## config.mk

```make
export PLATFORM = sky130hd
export DESIGN_NAME = serial_mag_cmp
export DESIGN_NICKNAME = d
export VERILOG_FILES = /design/src/rtl/serial_mag_cmp_pkg.sv /design/src/rtl/bit_cnt_down.sv /design/src/rtl/serial_mag_cmp.sv
export SDC_FILE = /design/constraint.sdc
export NUM_CORES = 1
export LEC_CHECK = 0
export CAP_MARGIN = 20
export CORE_MARGIN = 2
export CORE_UTILIZATION = 34
export CTS_BUF_LIST = sky130_fd_sc_hd__clkbuf_8
export CTS_CLUSTER_SIZE = 30
export DETAILED_ROUTE_END_ITERATION = 16
export MAX_ROUTING_LAYER = met4
export PLACE_DENSITY = 0.62
export SYNTH_ARGS = -nofsm -noshare
export SYNTH_HDL_FRONTEND = slang
export SYNTH_HIERARCHICAL = 1
export SYNTH_SLANG_ARGS = --single-unit
```

## constraint.sdc

```tcl
create_clock -name clk -period 2.9 [get_ports clk]
set_clock_uncertainty 0.1 [all_clocks]
set_input_delay 0.58 -clock clk [delete_from_list [all_inputs] [get_ports clk]]
set_output_delay 0.58 -clock clk [all_outputs]
set_load 0.005 [all_outputs]
```

## src/rtl/serial_mag_cmp_pkg.sv

```systemverilog
// Shared definitions for the serial magnitude comparator: state encoding,
// default operand width and the one-hot check on a {g,e,l} bit triple.
package serial_mag_cmp_pkg;

  localparam int DEFAULT_WIDTH = 8;

  typedef enum logic [1:0] {
    ST_IDLE = 2'd0,
    ST_RUN  = 2'd1,
    ST_DONE = 2'd2
  } state_e;

  // True when exactly one of g/e/l is asserted.
  function automatic logic onehot3(input logic g, input logic e, input logic l);
    return (g & ~e & ~l) | (~g & e & ~l) | (~g & ~e & l);
  endfunction

endpackage

```

## src/rtl/bit_cnt_down.sv

```systemverilog
// Loadable down-counter with enable and zero flag; saturates at zero so the
// bit index never wraps past the final bit.
module bit_cnt_down #(
  parameter int W = 3
) (
  input  logic         clk,
  input  logic         rst_n,
  input  logic         load,
  input  logic [W-1:0] load_val,
  input  logic         en,
  output logic [W-1:0] cnt,
  output logic         zero
);

  logic [W-1:0] cnt_q;
  logic [W-1:0] cnt_d;

  // Next count: load has priority, otherwise decrement until zero.
  always_comb begin
    cnt_d = cnt_q;
    if (load) begin
      cnt_d = load_val;
    end else if (en && (cnt_q != '0)) begin
      cnt_d = cnt_q - W'(1);
    end
  end

  // Count register.
  always_ff @(posedge clk or negedge rst_n) begin
    if (!rst_n) begin
      cnt_q <= '0;
    end else begin
      cnt_q <= cnt_d;
    end
  end

  assign cnt  = cnt_q;
  assign zero = (cnt_q == '0);

endmodule

```

## src/rtl/serial_mag_cmp.sv

```systemverilog
// Serial magnitude comparator: folds an MSB-first stream of per-bit g/e/l
// flags into a multi-bit greater/equal/less result, first-difference index
// and error flag, offered to the consumer with a valid/ready handshake.
//
//  state   | meaning
//  --------+-----------------------------------------------------------
//  ST_IDLE | waiting for start; last result held on outputs
//  ST_RUN  | accepting bits on bit_vld, cnt = index of the next bit
//  ST_DONE | result valid, held until res_rdy
module serial_mag_cmp
  import serial_mag_cmp_pkg::*;
#(
  parameter int WIDTH = DEFAULT_WIDTH,
  localparam int IDXW = $clog2(WIDTH)
) (
  input  logic            clk,
  input  logic            rst_n,
  input  logic            start,
  input  logic            bit_vld,
  input  logic            g_in,
  input  logic            e_in,
  input  logic            l_in,
  input  logic            res_rdy,
  output logic            busy,
  output logic            res_vld,
  output logic            res_g,
  output logic            res_e,
  output logic            res_l,
  output logic            res_err,
  output logic [IDXW-1:0] diff_idx
);

  state_e            state_q, state_d;
  logic              decided_q, decided_d;
  logic              busy_q, busy_d;
  logic              res_vld_q, res_vld_d;
  logic              res_g_q, res_g_d;
  logic              res_e_q, res_e_d;
  logic              res_l_q, res_l_d;
  logic              res_err_q, res_err_d;
  logic [IDXW-1:0]   diff_idx_q, diff_idx_d;

  logic              cnt_load;
  logic              cnt_en;
  logic [IDXW-1:0]   cnt;
  logic              cnt_zero;
  logic              bit_ok;

  assign bit_ok = onehot3(g_in, e_in, l_in);

  bit_cnt_down #(.W(IDXW)) u_cnt (
    .clk      (clk),
    .rst_n    (rst_n),
    .load     (cnt_load),
    .load_val (IDXW'(WIDTH - 1)),
    .en       (cnt_en),
    .cnt      (cnt),
    .zero     (cnt_zero)
  );

  // Next-state, decision and error logic; results only move in RUN or on a new start.
  always_comb begin
    state_d    = state_q;
    decided_d  = decided_q;
    busy_d     = busy_q;
    res_vld_d  = res_vld_q;
    res_g_d    = res_g_q;
    res_e_d    = res_e_q;
    res_l_d    = res_l_q;
    res_err_d  = res_err_q;
    diff_idx_d = diff_idx_q;
    cnt_load   = 1'b0;
    cnt_en     = 1'b0;

    unique case (state_q)
      ST_IDLE: begin
        if (start) begin
          cnt_load = 1'b1;
        end
      end
      ST_RUN: begin
        if (bit_vld) begin
          cnt_en = 1'b1;
          if (!bit_ok) begin
            res_err_d = 1'b1;
          end else if (!decided_q && (g_in || l_in)) begin
            decided_d  = 1'b1;
            res_g_d    = g_in;
            res_l_d    = l_in;
            diff_idx_d = cnt;
          end
          if (cnt_zero) begin
            state_d   = ST_DONE;
            busy_d    = 1'b0;
            res_vld_d = 1'b1;
            res_e_d   = !decided_d && !res_err_d;
          end
        end
      end
      ST_DONE: begin
        if (res_rdy) begin
          res_vld_d = 1'b0;
          if (start) begin
            cnt_load = 1'b1;
          end else begin
            state_d = ST_IDLE;
          end
        end
      end
      default: begin
        state_d   = ST_IDLE;
        busy_d    = 1'b0;
        res_vld_d = 1'b0;
      end
    endcase

    // A new compare clears the previous result in both IDLE and DONE.
    if (cnt_load) begin
      state_d    = ST_RUN;
      busy_d     = 1'b1;
      res_vld_d  = 1'b0;
      decided_d  = 1'b0;
      res_g_d    = 1'b0;
      res_e_d    = 1'b0;
      res_l_d    = 1'b0;
      res_err_d  = 1'b0;
      diff_idx_d = '0;
    end
  end

  // State and registered outputs.
  always_ff @(posedge clk or negedge rst_n) begin
    if (!rst_n) begin
      state_q    <= ST_IDLE;
      decided_q  <= 1'b0;
      busy_q     <= 1'b0;
      res_vld_q  <= 1'b0;
      res_g_q    <= 1'b0;
      res_e_q    <= 1'b0;
      res_l_q    <= 1'b0;
      res_err_q  <= 1'b0;
      diff_idx_q <= '0;
    end else begin
      state_q    <= state_d;
      decided_q  <= decided_d;
      busy_q     <= busy_d;
      res_vld_q  <= res_vld_d;
      res_g_q    <= res_g_d;
      res_e_q    <= res_e_d;
      res_l_q    <= res_l_d;
      res_err_q  <= res_err_d;
      diff_idx_q <= diff_idx_d;
    end
  end

  assign busy     = busy_q;
  assign res_vld  = res_vld_q;
  assign res_g    = res_g_q;
  assign res_e    = res_e_q;
  assign res_l    = res_l_q;
  assign res_err  = res_err_q;
  assign diff_idx = diff_idx_q;

endmodule

```

==> impl_metrics.env, run 1 <==
export IMPL_ctsLongestPathBuffers=2
export IMPL_antenna_violations_before_repair=0
export IMPL_post_cts_resized=0
export IMPL_startpoint_type="input pin"
export IMPL_min_path_type="reg -> reg"
export IMPL_critical_path_top_delay_family="simple AND/OR/NAND/NOR gates"
export IMPL_rsz0062_at_grt="false"
export IMPL_post_synth_cell_area_avg_um2=10.2
export IMPL_clock_transition_at_the_registers_of_the_reported_paths_ns=0.06
export IMPL_placedInstanceArea_um2=997
export IMPL_crit_path_slowest_cell="or4b_1"
export IMPL_yosysTopAreaCell="dfrtp_1"
export IMPL_maxSlewHeadroom=0.546
export IMPL_synthesis_instances=77
export IMPL_detailedRoute_firstIterationViolations=8
export IMPL_critical_path_capture_point_type="register"
export IMPL_hold_ws_ns=0.378
export IMPL_status="finished, final reports clean"
export IMPL_num_rows=17
export IMPL_final_setup_viol_count=0
export IMPL_cts_htree_levels=1
export IMPL_yosysWarningCount=6
export IMPL_layout_drive_gt1_share=0.0500
export IMPL_drtAntennaViolNets=0
export IMPL_cts_inserted_buffers=3
export IMPL_place_detailed_hpwl_um=1240
export IMPL_share_seq_of_total_power=0.397
export IMPL_tritoncts_clock_tree="yes"
export IMPL_report_final_hold_viol_count=0
export IMPL_power_share_switching=0.340
export IMPL_crit_path_max_incr_delay_ns=0.56
export IMPL_final_min_period_over_clock_period=0.732
export IMPL_cts_hold_buffers=0
export IMPL_floorplan_die_height_um=52.1
export IMPL_synthTopCellsByArea="dfrtp_1, mux2i_1, o21ai_0"
export IMPL_data_arrival_time_at_the_worst_slack_endpoint_ns=2.17
export IMPL_cp_max_fo=11
export IMPL_worst_pin_slew_ns=0.678
export IMPL_die_w_um=52.1
export IMPL_route_detailed_vias_per_inst=4.98
export IMPL_layout_area_overhead_vs_synth_pct=32.4
export IMPL_first_global_vias=576
export IMPL_powerDensity_nw_per_um2=877
export IMPL_drc=0
export IMPL_clock_tree_root_cell="clkbuf_8"
export IMPL_critPathKind="in -> reg"
export IMPL_top_level_ports=17
export IMPL_grt_max_degree=16
export IMPL_floorplan_die_area_um2=2720
export IMPL_timing_critical_path_required_ns=2.94
export IMPL_routed_wire_length_per_instance_um=12.6
export IMPL_worst_ir_drop_vdd_mv=0.460
export IMPL_clock_latency_ns=0.24
export IMPL_clkPwrFrac=0.178
export IMPL_fin_crit_ns=2.12
export IMPL_detailroute_via_count=637
export IMPL_combinationalPowerShare=0.425
export IMPL_synth_seq_area_share=0.477
export IMPL_finalNetCount=111
export IMPL_effective_utilization_at_floorplan=0.359
export IMPL_yosys_top_cell_area_share=0.477
export IMPL_gp_congestion=0.824
export IMPL_max_cap_violations=0
export IMPL_path_common_cell="nand2b_1"
export IMPL_post_route_cell_area_um2=1040
export IMPL_post_cts_buffers=0
export IMPL_clock_sink_count=15
export IMPL_final_core_utilization=0.476
export IMPL_global_route_wire_length_before_repair_um=2690
export IMPL_portBuffers=16
export IMPL_distinct_cells_synth=26
export IMPL_crit_path_cell_trace="clkdlybuf4s50_1 -> nand2b_1 -> nand2b_1 -> inv_1 -> or4b_1 -> o311ai_1"
export IMPL_firstDrtPassIters=3
export IMPL_max_clock_freq_ghz=0.471
export IMPL_synth_seq_cells=15
export IMPL_n_antenna_cell=0
export IMPL_timing_final_max_slew_violations=0
export IMPL_sum_of_buffers_and_inverters_on_the_critical_path=2
export IMPL_grt_use_total=0.140
export IMPL_synth_cell_area_um2=787
export IMPL_final_setup_tns_ns=0
export IMPL_leakage_power_total_uw=0.000468
export IMPL_p_int_uw=603
export IMPL_power_net_switching_uw=311
export IMPL_core_region_area_um2=2190
export IMPL_congestion_overflow_gr=0
export IMPL_drt_wl_total_um=1610
==> per-stage QoR <==
step / setup slack, ns / instances / total power, uW
after floorplan: 1.14 / 79 / 579
after global placement: 0.533 / 124 / 746
after detailed placement: 0.513 / 124 / 757
after CTS: 0.762 / 128 / 929
after global routing: 0.668 / 128 / 993
final: 0.776 / 128 / 914
==> area by class of cell <==
type / instances / area (um^2)
Inverter: 11 / 41.3
Clock inverter: 1 / 3.75
Clock buffer: 3 / 41.3
Timing Repair Buffer: 17 / 168
Multi-Input combinational cell: 53 / 378
Sequential cell: 15 / 375
Tap cell: 28 / 35.0
Fill cell: 208 / 1150
==> Yosys cell counts (all sizes together) <==
master	instances
o21ai	10
o22ai	1
dfrtp	15
nor2b	2
nor4	1
or2b	1
or4	1
or4b	4
a2bb2oi	1
o211ai	1
mux2i	5
nand2	4
nor3	1
a21oi	1
inv	11
o311ai	2
o32ai	1
xnor2	1
conb	1
and2	1
a22o	1
a21o	3
ha	2
xor2	1
nand2b	4
nand3b	1
==> worst register-to-register path, delay by kind of cell, from the launching register on <==
kind	cells	cell delay, ns
AOI/OAI and AO/OA	1	0.09
DFF	1	0.45
and+or+nand+nor	3	0.97
buffers and inverters	1	0.17
==> worst paths after layout <==
check	start	to	slack, ns	cells past startpoint
worst max-delay path	start	u_cnt/cnt[1]	0.78	6
worst min-delay path	busy	busy	0.38	1
worst max register to register	state_q[0]	u_cnt/cnt[1]	1.03	5
worst min register to register	busy	busy	0.38	1
max in group asynchronous	rst_n	diff_idx[1]	1.62	1
min in group asynchronous	rst_n	res_e	0.65	1
==> power groups by stage <==
stage,Clock (uW),Sequential (uW),Combinational (uW)
final,163,363,389
after global routing,178,373,442
after CTS,171,363,395
after detailed placement,0,367,390
after global placement,0,362,385
after floorplan,0,354,224
==> cell families (layout without fill, tap and decap cells) <==
logic type,count (synthesis),in the layout,synth area share
and+or+nand+nor,20,20,0.176
muxes,5,5,0.0636
DFF,15,15,0.477
AOI/OAI and AO/OA,21,21,0.172
xor gates and xnor gates,2,2,0.0223
other,1,3,0.00476
buffers and inverters,11,32,0.0525
adders and majority gates,2,2,0.0318
==> layer usage <==
layer / up-vias / wire, um / GRT usage
li1: 317 / - / -
met1: 307 / 800 / 0.185
met2: 11 / 739 / 0.207
met3: 2 / 59 / 0.0431
met4: 0 / 14 / 0.0395
met5: - / 0 / -
==> layout by cell type (no fill, tap or decap), drive strengths merged <==
| master | instances |
|---|---|
| xor2 | 1 |
| inv | 12 |
| o211ai | 1 |
| a2bb2oi | 1 |
| o311ai | 2 |
| nand2 | 4 |
| nand3b | 1 |
| o22ai | 1 |
| o21ai | 10 |
| a22o | 1 |
| nor3 | 1 |
| clkbuf | 3 |
| or4 | 1 |
| a21oi | 1 |
| ha | 2 |
| or4b | 4 |
| xnor2 | 1 |
| o32ai | 1 |
| or2b | 1 |
| mux2i | 5 |
| nor2b | 2 |
| clkdlybuf4s50 | 16 |
| nor4 | 1 |
| nand2b | 4 |
| buf | 1 |
| dfrtp | 15 |
| a21o | 3 |
| and2 | 1 |
| conb | 3 |
No activity file was read; power rests on OpenSTA's default activity.
==> run 2, diff against run 1 <==
Clock period 2.9 ns to 2.2 ns, I/O delays scaled along.
==> run 2 against run 1 <==
Clock-buffer cell count did not move. Wire length is 8.1% higher. Non-clock buffer count up 6. Clock power is 34% higher. Final cell count is 4.7% higher. Die area unchanged. Core utilization is 2.1 points higher. Worst setup slack worse by 0.44 ns. Sequential power increased by 30%. Hold slack hardly changed.
==> impl_metrics.env, run 2 (synthesized netlist as in run 1, its figures left out) <==
export IMPL_status="finished, final reports clean"
export IMPL_floorplan_die_area_um2=2720
export IMPL_most_common_layout_cells="clkdlybuf4s50_1, dfrtp_1, inv_1"
export IMPL_top_level_ports=17
export IMPL_combinationalPowerShare=0.440
export IMPL_post_cts_resized=0
export IMPL_clock_transition_at_the_registers_of_the_reported_paths_ns=0.06
export IMPL_final_setup_tns_ns=0
export IMPL_grt_max_degree=16
export IMPL_detailedRoute_firstIterationViolations=10
export IMPL_first_global_vias=674
export IMPL_core_region_area_um2=2190
export IMPL_critPathKind="in -> reg"
export IMPL_portBuffers=16
export IMPL_floorplan_die_height_um=52.1
export IMPL_critical_path_capture_point_type="register"
export IMPL_path_common_cell="nand2b_1"
export IMPL_report_final_hold_viol_count=0
export IMPL_antenna_violations_before_repair=0
export IMPL_ctsLongestPathBuffers=2
export IMPL_n_antenna_cell=0
export IMPL_fin_crit_ns=1.86
export IMPL_leakage_power_total_uw=0.000497
export IMPL_clock_latency_ns=0.25
export IMPL_final_min_period_over_clock_period=0.847
export IMPL_effective_utilization_at_floorplan=0.359
export IMPL_layout_drive_gt1_share=0.104
export IMPL_hold_path_depth=1
export IMPL_drtAntennaViolNets=0
export IMPL_drt_wl_total_um=1740
export IMPL_cts_inserted_buffers=3
export IMPL_cp_max_fo=9
export IMPL_post_cts_buffers=0
export IMPL_powerDensity_nw_per_um2=1130
export IMPL_global_route_wire_length_before_repair_um=3030
export IMPL_detail_route_wirelength_met1_um=880
export IMPL_clkPwrFrac=0.177
export IMPL_final_setup_viol_count=0
export IMPL_critical_path_top_delay_family="simple AND/OR/NAND/NOR gates"
export IMPL_place_detailed_hpwl_um=1300
export IMPL_holdPathEnd="busy"
export IMPL_power_net_switching_uw=416
export IMPL_sum_of_buffers_and_inverters_on_the_critical_path=2
export IMPL_die_w_um=52.1
export IMPL_final_fill_count=210
export IMPL_routed_wire_length_per_instance_um=13.0
export IMPL_startpoint_type="input pin"
export IMPL_worst_ir_drop_vdd_mv=0.484
export IMPL_max_cap_violations=0
export IMPL_share_seq_of_total_power=0.384
export IMPL_timing_critical_path_required_ns=2.26
export IMPL_cts_hold_buffers=0
export IMPL_timing_reg2reg_worst_path_depth=6
export IMPL_gp_congestion=0.750
export IMPL_finalNetCount=117
export IMPL_min_path_type="reg -> reg"
export IMPL_layout_cells_most_common="clkdlybuf4s50_1"
export IMPL_wl_met3_um=43
export IMPL_firstDrtPassIters=4
export IMPL_data_arrival_time_at_the_worst_slack_endpoint_ns=1.92
export IMPL_top_layer_used="met4"
export IMPL_wl_met2_um=753
export IMPL_clock_sink_count=15
export IMPL_tritoncts_clock_tree="yes"
export IMPL_drc=0
export IMPL_max_clock_freq_ghz=0.537
export IMPL_crit_reg2reg_launch="u_cnt/cnt[0]"
export IMPL_cts_htree_levels=1
export IMPL_holdCritStartpoint="busy"
export IMPL_num_rows=17
export IMPL_rr_endpoint="res_e"
export IMPL_crit_path_max_incr_delay_ns=0.53
export IMPL_power_share_switching=0.337
export IMPL_layout_area_overhead_vs_synth_pct=38.2
export IMPL_crit_path_slowest_cell="or4b_1"
export IMPL_regToRegSetupSlack_ns=0.39
export IMPL_timing_final_max_slew_violations=0
export IMPL_grt_use_total=0.163
export IMPL_p_int_uw=818
export IMPL_rsz0062_at_grt="false"
export IMPL_hold_ws_ns=0.378
export IMPL_crit_path_cell_trace="clkdlybuf4s50_1 -> nand2b_1 -> nand2b_1 -> inv_1 -> or4b_1 -> o211ai_1"
export IMPL_route_detailed_vias_per_inst=4.85
export IMPL_clock_tree_root_cell="clkbuf_8"
export IMPL_congestion_overflow_gr=0
export IMPL_detailroute_via_count=650
-- run 2: how the worst max path moves through the flow --
stage | slack [ns] | endpoint | from | cells after the start
after floorplan | 0.57 | u_cnt/cnt[1] | state_q[0] | 5
after CTS | 0.34 | u_cnt/cnt[0] | res_rdy | 6
final | 0.34 | u_cnt/cnt[0] | res_rdy | 6
after global routing | 0.26 | u_cnt/cnt[0] | res_rdy | 6
after global placement | 0.08 | res_e | l_in | 4
after detailed placement | 0.09 | res_e | l_in | 4
-- run 2: layer usage --
metal  GRT usage  vias to the layer above
met4       0.145                        0
met5           -                        -
met1       0.203                      308
met2       0.232                       11
li1            -                      327
met3      0.0172                        4
-- run 2: worst reg2reg max path: stages, from the launching register on --
cell and delay (ns):
dfrtp_1 0.41, inv_1 0.07, ha_1 0.15, ha_1 0.28
nand2_1 0.13, or4_1 0.48, a21oi_1 0.13
-- run 2: stage by stage --
| step | instance area (um^2) | utilization | cells | setup slack, ns | power, uW |
|---|---|---|---|---|---|
| CTS | 1090 | 0.496 | 134 | 0.343 | 1250 |
| global route | 1090 | 0.496 | 134 | 0.256 | 1350 |
| finish | 1090 | 0.496 | 134 | 0.336 | 1230 |
| floorplan | 795 | - | 79 | 0.566 | 763 |
| detailed placement | 1040 | 0.476 | 130 | 0.0901 | 1020 |
| global placement | 1040 | 0.476 | 130 | 0.0826 | 1010 |
-- run 2: power by group through the flow --
stage               Combinational, uW  Clock [uW]  Sequential, uW
floorplan                         296           0             467
global placement                  535           0             473
detailed placement                544           0             480
CTS                               551         228             474
global route                      616         241             492
finish                            542         218             473
-- run 2: cell type report --
cell class	count	area, um^2	share of cell area
Clock buffer	3	41.3	0.0380
Clock inverter	1	3.75	0.00345
Inverter	11	41.3	0.0380
Multi-Input combinational cell	53	378	0.348
Sequential cell	15	375	0.345
Tap cell	28	35.0	0.0322
Timing Repair Buffer	23	213	0.196
==> run 3, diff against run 2 <==
Clock period 2.2 ns to 1.75 ns, I/O delays scaled along.
==> run 3 against run 2 <==
Sequential share of layout area down 2.3 points. Sequential power is 24% higher. Clock-buffer cell count unchanged. Power increased by 33%. Final cell count is 7.5% higher. Sequential cell count stayed put. Hold slack got worse by 0.059 ns. Die area stayed put. Highest routed layer unchanged.
==> impl_metrics.env, run 3 (synthesized netlist as in run 1, its figures left out) <==
export IMPL_finalNetCount=127
export IMPL_final_min_period_over_clock_period=0.987
export IMPL_final_setup_viol_count=0
export IMPL_post_route_cell_area_um2=1170
export IMPL_min_path_type="in -> async"
export IMPL_floorplan_die_height_um=52.1
export IMPL_drc=0
export IMPL_grt_use_total=0.157
export IMPL_gp_congestion=0.798
export IMPL_congestion_overflow_gr=0
export IMPL_first_global_vias=642
export IMPL_cts_htree_levels=1
export IMPL_layout_cells_most_common="buf_4"
export IMPL_layout_area_overhead_vs_synth_pct=48.2
export IMPL_cts_inserted_buffers=3
export IMPL_status="finished, final reports clean"
export IMPL_combinationalPowerShare=0.473
export IMPL_layout_drive_gt1_share=0.207
export IMPL_floorplan_die_area_um2=2720
export IMPL_route_detailed_vias_per_inst=4.75
export IMPL_post_cts_resized=0
export IMPL_tritoncts_clock_tree="yes"
export IMPL_placedInstanceArea_um2=1120
export IMPL_timing_critical_path_required_ns=1.82
export IMPL_routed_wire_length_per_instance_um=12.0
export IMPL_critPathKind="in -> reg"
export IMPL_clock_latency_ns=0.24
export IMPL_ctsLongestPathBuffers=2
export IMPL_drtAntennaViolNets=0
export IMPL_place_detailed_hpwl_um=1380
export IMPL_core_region_area_um2=2190
export IMPL_portBuffers=16
export IMPL_crit_path_max_incr_delay_ns=0.51
export IMPL_final_fill_count=207
export IMPL_clock_transition_at_the_registers_of_the_reported_paths_ns=0.06
export IMPL_most_common_layout_cells="buf_4, clkdlybuf4s50_1, dfrtp_1"
export IMPL_p_int_uw=1100
export IMPL_top_level_ports=17
export IMPL_cp_max_fo=2
export IMPL_critical_path_capture_point_type="register"
export IMPL_detailedRoute_firstIterationViolations=9
export IMPL_preCtsSetupSlack_ns=-0.238
export IMPL_firstDrtPassIters=4
export IMPL_max_clock_freq_ghz=0.579
export IMPL_clock_tree_root_cell="clkbuf_8"
export IMPL_report_final_hold_viol_count=0
export IMPL_share_seq_of_total_power=0.358
export IMPL_num_rows=17
export IMPL_clkPwrFrac=0.169
export IMPL_crit_path_slowest_cell="or4b_1"
export IMPL_startpoint_type="input pin"
export IMPL_global_route_wire_length_before_repair_um=3010
export IMPL_p_total_uw=1640
export IMPL_worst_ir_drop_vdd_mv=0.615
export IMPL_rsz0062_at_grt="true"
export IMPL_crit_path_cell_trace="clkdlybuf4s50_1 -> or4b_1 -> or4_1 -> a21oi_1"
export IMPL_worst_slack_ns=0.0236
export IMPL_leakage_power_total_uw=0.000539
export IMPL_powerDensity_nw_per_um2=1410
export IMPL_clock_sink_count=15
export IMPL_cts_hold_buffers=0
export IMPL_drt_wl_total_um=1720
export IMPL_max_cap_violations=0
export IMPL_power_net_switching_uw=539
export IMPL_timing_final_max_slew_violations=0
export IMPL_antenna_violations_before_repair=0
export IMPL_die_w_um=52.1
export IMPL_data_arrival_time_at_the_worst_slack_endpoint_ns=1.80
export IMPL_detailroute_via_count=684
export IMPL_power_share_switching=0.328
export IMPL_fin_crit_ns=1.73
export IMPL_effective_utilization_at_floorplan=0.359
export IMPL_n_antenna_cell=0
export IMPL_grt_max_degree=16
export IMPL_post_cts_buffers=0
run 3: power by group through the flow:
stage          sequential (uW)  combinational [uW]  clock [uW]
6_report                   588                 778         277
5_1_grt                    607                 883         311
4_1_cts                    591                 782         292
3_5_place_dp               598                 777           0
3_3_place_gp               589                 762           0
2_1_floorplan              587                 372           0
run 3: path summary, 6_finish.rpt:
check                             start  endpoint  slack, ns  cells after the start
setup / recovery                   l_in     res_e       0.02                      4
max in group asynchronous         rst_n     res_g       1.05                      2
hold reg to reg                    busy      busy       0.38                      1
hold / removal                    rst_n      busy       0.32                      2
setup reg to reg           u_cnt/cnt[1]     res_e       0.10                      6
min in group clk                   busy      busy       0.38                      1
run 3: per-layer routing:
layer  GRT usage  vias up  part of all wire
met2       0.224       13              0.45
met5           -        -                 0
met3      0.0172        2             0.031
met1       0.225      314              0.51
met4      0.0658        0             0.011
li1            -      355                 -
run 3: area by class of cell:
type | count | area [um^2] | area share
clock buffer | 3 | 41.3 | 0.0354
clock inverter | 1 | 5.00 | 0.00429
inverter | 11 | 41.3 | 0.0354
multi-input combinational | 53 | 380 | 0.326
sequential | 15 | 375 | 0.322
tap | 28 | 35.0 | 0.0300
timing repair buffer | 33 | 288 | 0.247
run 3: worst max-delay path: cells and delay by family:
kind / cells / cell delay, ns
buffers and inverters: 1 / 0.42
AND/OR/NAND/NOR: 2 / 0.91
AO/OA/AOI/OAI: 1 / 0.12
run 3: through the flow:
step	hold WS, ns	cells	setup TNS, ns	utilization
2_1_floorplan	-0.0456	79	0	-
3_3_place_gp	0.360	140	-0.966	0.510
3_5_place_dp	0.367	140	-1.15	0.510
4_1_cts	0.321	144	0	0.531
5_1_grt	0.337	144	-0.0216	0.532
6_report	0.319	144	0	0.532
